==> config.mk <==
export PLATFORM = sky130hd
export DESIGN_NAME = fsm_timed_seq
export DESIGN_NICKNAME = d
export VERILOG_FILES = /design/src/rtl/fsm_timed_seq.sv
export SDC_FILE = /design/constraint.sdc
export NUM_CORES = 1
export LEC_CHECK = 0
export CAP_MARGIN = 10
export CORE_ASPECT_RATIO = 0.8
export CORE_MARGIN = 1.5
export CORE_UTILIZATION = 44
export CTS_CLUSTER_SIZE = 30
export DETAILED_ROUTE_END_ITERATION = 10
export PLACE_DENSITY_LB_ADDON = 0.05
export SLEW_MARGIN = 30
export SYNTH_ARGS = -nofsm -noshare
export SYNTH_HDL_FRONTEND = slang
export SYNTH_SLANG_ARGS = --single-unit
==> constraint.sdc <==
create_clock -name clk -period 1.8 [get_ports clk]
set_clock_uncertainty 0.15 [all_clocks]
set_input_delay 0.27 -clock clk [delete_from_list [all_inputs] [get_ports clk]]
set_output_delay 0.27 -clock clk [all_outputs]
set_load 0.05 [all_outputs]
==> src/rtl/fsm_timed_seq.sv <==
// fsm_timed_seq: Moore trigger sequencer with rise/fall hold-off down-counter.
// Define FSM_FALL_PULSE_EN to add the QF fall-accepted pulse output.
module fsm_timed_seq #(
  parameter int CNT_W       = 8,
  parameter int SYNC_STAGES = 2
) (
  input  logic             clk,
  input  logic             reset,
  input  logic             X,
  input  logic [CNT_W-1:0] DLY_RISE,
  input  logic [CNT_W-1:0] DLY_FALL,
  output logic             Q,
  output logic             START,
  output logic             BUSY,
`ifdef FSM_FALL_PULSE_EN
  output logic             QF,
`endif
  output logic [2:0]       STATE
);
  typedef enum logic [2:0] {
    IDLE    = 3'd0,
    RISE    = 3'd1,
    HOLD_HI = 3'd2,
    WAIT_LO = 3'd3,
    FALL    = 3'd4,
    HOLD_LO = 3'd5
  } state_t;
  state_t state_q, state_d;
  logic [CNT_W-1:0] cnt_q, cnt_d;
  logic q_q, q_d, start_q, start_d, busy_q, busy_d;
  logic xs, cnt_zero, holding;
  if (SYNC_STAGES == 0) begin : g_direct
    assign xs = X;
  end else begin : g_sync
    logic [SYNC_STAGES-1:0] sync_q, sync_d;
    always_comb sync_d = (sync_q << 1) | SYNC_STAGES'(X);
    always_ff @(posedge clk or negedge reset)
      if (!reset) sync_q <= '0;
      else sync_q <= sync_d;
    assign xs = sync_q[SYNC_STAGES-1];
  end
  assign cnt_zero = cnt_q == '0;
  assign holding  = state_q == HOLD_HI || state_q == HOLD_LO;
  always_comb begin
    state_d = IDLE;
    case (state_q)
      IDLE:    state_d = xs ? RISE : IDLE;
      RISE:    state_d = HOLD_HI;
      HOLD_HI: state_d = cnt_zero ? WAIT_LO : HOLD_HI;
      WAIT_LO: state_d = xs ? WAIT_LO : FALL;
      FALL:    state_d = HOLD_LO;
      HOLD_LO: state_d = cnt_zero ? IDLE : HOLD_LO;
      default: state_d = IDLE;
    endcase
    // Counter saturates at zero; the hold exits on the cycle it reads zero.
    cnt_d   = state_q == RISE ? DLY_RISE :
              state_q == FALL ? DLY_FALL :
              (holding && !cnt_zero) ? cnt_q - CNT_W'(1) : cnt_q;
    q_d     = state_d == RISE;
    start_d = state_d == RISE || state_d == FALL;
    busy_d  = state_d == HOLD_HI || state_d == HOLD_LO;
  end
`ifdef FSM_FALL_PULSE_EN
  logic qf_q;
  assign QF = qf_q;
`endif
  always_ff @(posedge clk or negedge reset)
    if (!reset) begin
      state_q <= IDLE;
      cnt_q   <= '0;
      q_q     <= 1'b0;
      start_q <= 1'b0;
      busy_q  <= 1'b0;
`ifdef FSM_FALL_PULSE_EN
      qf_q    <= 1'b0;
`endif
    end else begin
      state_q <= state_d;
      cnt_q   <= cnt_d;
      q_q     <= q_d;
      start_q <= start_d;
      busy_q  <= busy_d;
`ifdef FSM_FALL_PULSE_EN
      qf_q    <= state_d == FALL;
`endif
    end
  assign Q     = q_q;
  assign START = start_q;
  assign BUSY  = busy_q;
  assign STATE = state_q;
endmodule

==> results.yml <==
critical_path:
  r2r-start: "cnt_q[0]"
  worst-endpoint-arrival_ps: 1860
  crit_fanout: 6
  rr_worst_depth: 7
  crit_required_ps: 1830
  ff2ff_setup_slack_ps: -30
  timing.rr.end: "cnt_q[7]"
  worstSetupPathType: "register to register"
  endpoint_kind: "register"
  worst_setup_path_start_kind: "register"
cells_and_area:
  drive_gt1_share_pct: 38.7
  fillers: 160
  fin_nets: 184
  diodes: 0
  utilization_pct: 74.4
  area_delta_synth_final_pct: 53.7
die:
  core_um2: 2250
  io_pins: 25
  initial_utilization_pct: 48.4
  die_h_um: 47.5
  die-width_um: 58.7
  die_area_um2: 2790
  rows: 15
placement:
  port-buffer-count: 24
  place_congestion: 0.896
  dp_hpwl_um: 2410
run_status:
  violations: "negative setup slack"
  status: "complete, but fails checks"
timing:
  layout_min_cycle_time_ps: 1830
  fin_ws_ps: -29.1
  setup_violations: 6
  rsz0062_at_grt: "true"
  relSlewSlack_pct: 71.8
  min_period_over_period_pct: 102
  max_freq_mhz: 547
  tightest_slew_ps: 422
  finalHoldViolations: 0
  hold_ws_ps: 124
  drv_slew: 0
yosys:
  avgSynthCellArea_um2: 9.17
  synth_nets: 139
  postSynthCellCount: 119
  synth_area_um2: 1090
  ys_seq_area_share_pct: 36.7
  synth_cell_types: 44
  ys_ff_latch: 16
  synth_warnings: 0
clock_network:
  cts_hold_buf: 0
  cts_tree: "built"
  h-tree-depth: 1
  cts_made_buffers: 3
  clock_sinks: 16
  clk_latency_ps: 300
  root_buffer: "clkbuf_4"
  path_clk_slew_ps: 110
  cts_buffer_depth: 2
routing:
  drt_iter0_drc: 51
  vias: 1164
  drc: 0
  wl_per_cell_um: 18.0
  wl_um: 3380
  detail_route.first_pass.iterations: 4
  viasPerCell: 6.19
  ant_nets: 0
grt:
  overflow: 0
  gr-usage-all-layers_pct: 25.5
  grt_max_degree: 17
  grt_pass1_vias: 1060
  grt_pass1_wl_um: 5060
  grt_antenna_before_repair: 0
min_path:
  holdCritPathClass: "input pin to async pin"
flow_run:
  maxCapViolCount: 0
power_and_ir_drop:
  peakVddDrop_uv: 972
  power_leakage_nw: 0.696
  p_per_area_nw_per_um2: 1890
==> area by class of cell <==
cell class	count	area, um^2	share of cell area (%)
Inverter	8	30.0	1.79
Clock buffer	4	36.3	2.16
Tap cell	25	31.3	1.87
Timing Repair Buffer	48	447	26.6
Multi-Input combinational cell	87	728	43.4
Sequential cell	16	404	24.1
==> how the worst max path moves through the flow <==
| stage | from | endpoint | cells past startpoint |
|---|---|---|---|
| 4_1_cts | cnt_q[1] | cnt_q[4] | 6 |
| 5_1_grt | cnt_q[1] | cnt_q[7] | 7 |
| 3_5_place_dp | cnt_q[1] | cnt_q[7] | 4 |
| 6_report | cnt_q[0] | cnt_q[7] | 7 |
| 3_3_place_gp | cnt_q[0] | cnt_q[4] | 6 |
| 2_1_floorplan | STATE[2] | cnt_q[1] | 6 |
==> kinds of logic after synthesis <==
logic type                 synth area share [%]
xor gates and xnor gates                  0.803
adders and majority gates                  1.15
AOI/OAI and AO/OA                          33.5
DFF                                        36.7
muxes                                      3.78
buffers and inverters                      7.11
and+or+nand+nor                            17.0
==> placed cells by master, fill, tap and decap left out, types with 2 or more instances in the layout <==
cell	netlist	final
a211oi_1	5	3
a211oi_2	0	2
a21o_1	3	2
a21oi_1	9	8
a221oi_1	2	2
a22o_1	4	4
a31oi_1	4	4
a32o_1	2	2
buf_12	0	3
buf_4	0	26
clkbuf_4	0	3
clkdlybuf4s50_1	0	18
dfrtp_1	16	13
dfrtp_2	0	3
inv_1	8	6
inv_2	0	2
mux2_4	2	3
nand2_1	3	3
nand2b_4	0	2
nor2_1	9	7
nor4_4	1	2
o211ai_1	2	2
o21a_1	2	2
o21ai_0	5	3
o21ai_1	0	2
o22ai_1	6	6
==> power breakdown <==
part	switching, W	internal, W	total, W
Clock	0.000126	0.000123	0.000249
Combinational	0.00112	0.00108	0.00220
Sequential	0.000216	0.000509	0.000725
Total	0.00146	0.00171	0.00317
==> cells in the mapped netlist, drive strengths merged <==
library cell | count | area share, %
dfrtp | 16 | 37
a21oi | 9 | 4.1
nor2 | 9 | 3.1
inv | 8 | 2.8
o22ai | 6 | 3.4
a211oi | 5 | 3.4
a22o | 5 | 4.1
buf | 5 | 3.3
o21ai | 5 | 2.3
a31oi | 4 | 2.3
nand2 | 4 | 2.1
a21o | 3 | 2.1
clkbuf | 3 | 1.0
mux2 | 3 | 3.8
nand2b | 3 | 1.7
a221oi | 2 | 1.6
a311oi | 2 | 1.6
a32o | 2 | 1.8
and2 | 2 | 1.3
nand3 | 2 | 0.92
nor3 | 2 | 0.92
nor4 | 2 | 2.5
o211ai | 2 | 1.4
o21a | 2 | 1.4
a2bb2oi | 1 | 0.80
a41oi | 1 | 0.80
ha | 1 | 1.1
nand3b | 1 | 0.69
nor2b | 1 | 0.57
nor3b | 1 | 1.1
o221ai | 1 | 0.80
o2bb2ai | 1 | 0.80
o31ai | 1 | 0.69
or3 | 1 | 0.57
or3b | 1 | 0.80
or4 | 1 | 0.69
xor2 | 1 | 0.80
==> sequential cells by signal, indices dropped and copies added, names as in the netlist <==
signal,flops
BUSY,1
Q,1
STATE,3
cnt_q,8
START,1
g_sync.sync_q,2
==> critical path: stages (launching register included) <==
cell,delay [ps]
dfrtp_1,410
inv_2,90
ha_4,140
nor3b_4,290
nand2_4,70
buf_4,170
a311oi_1,320
a21oi_1,70
==> through the flow <==
stage	setup TNS, ps	instances	worst slack [ps]	instance area [um^2]	power [W]
CTS	0	188	0.473	1650	0.00310
detailed placement	-261	182	-82.4	1560	0.00271
global placement	0	182	0.352	1560	0.00267
global route	-547	188	-86.5	1680	0.00335
floorplan	-171	119	-82.1	1160	0.00203
finish	-72.5	188	-29.1	1680	0.00317
==> per-layer routing <==
metal  vias to the layer above  global-route usage [%]  share of wire, %
met4                         0                    5.91              0.53
met2                        63                    41.6                49
met3                         4                    8.11               7.5
li1                        549                       -                 -
met5                         -                       0                 0
met1                       548                    33.8                43
==> what timing repair did <==
action	in CTS	in global routing
setup endpoints to repair	9	9
buffers inserted	2	0
resized for setup	12	4
pin swaps	5	0
Note: power is estimated with default switching activity, not from simulation.
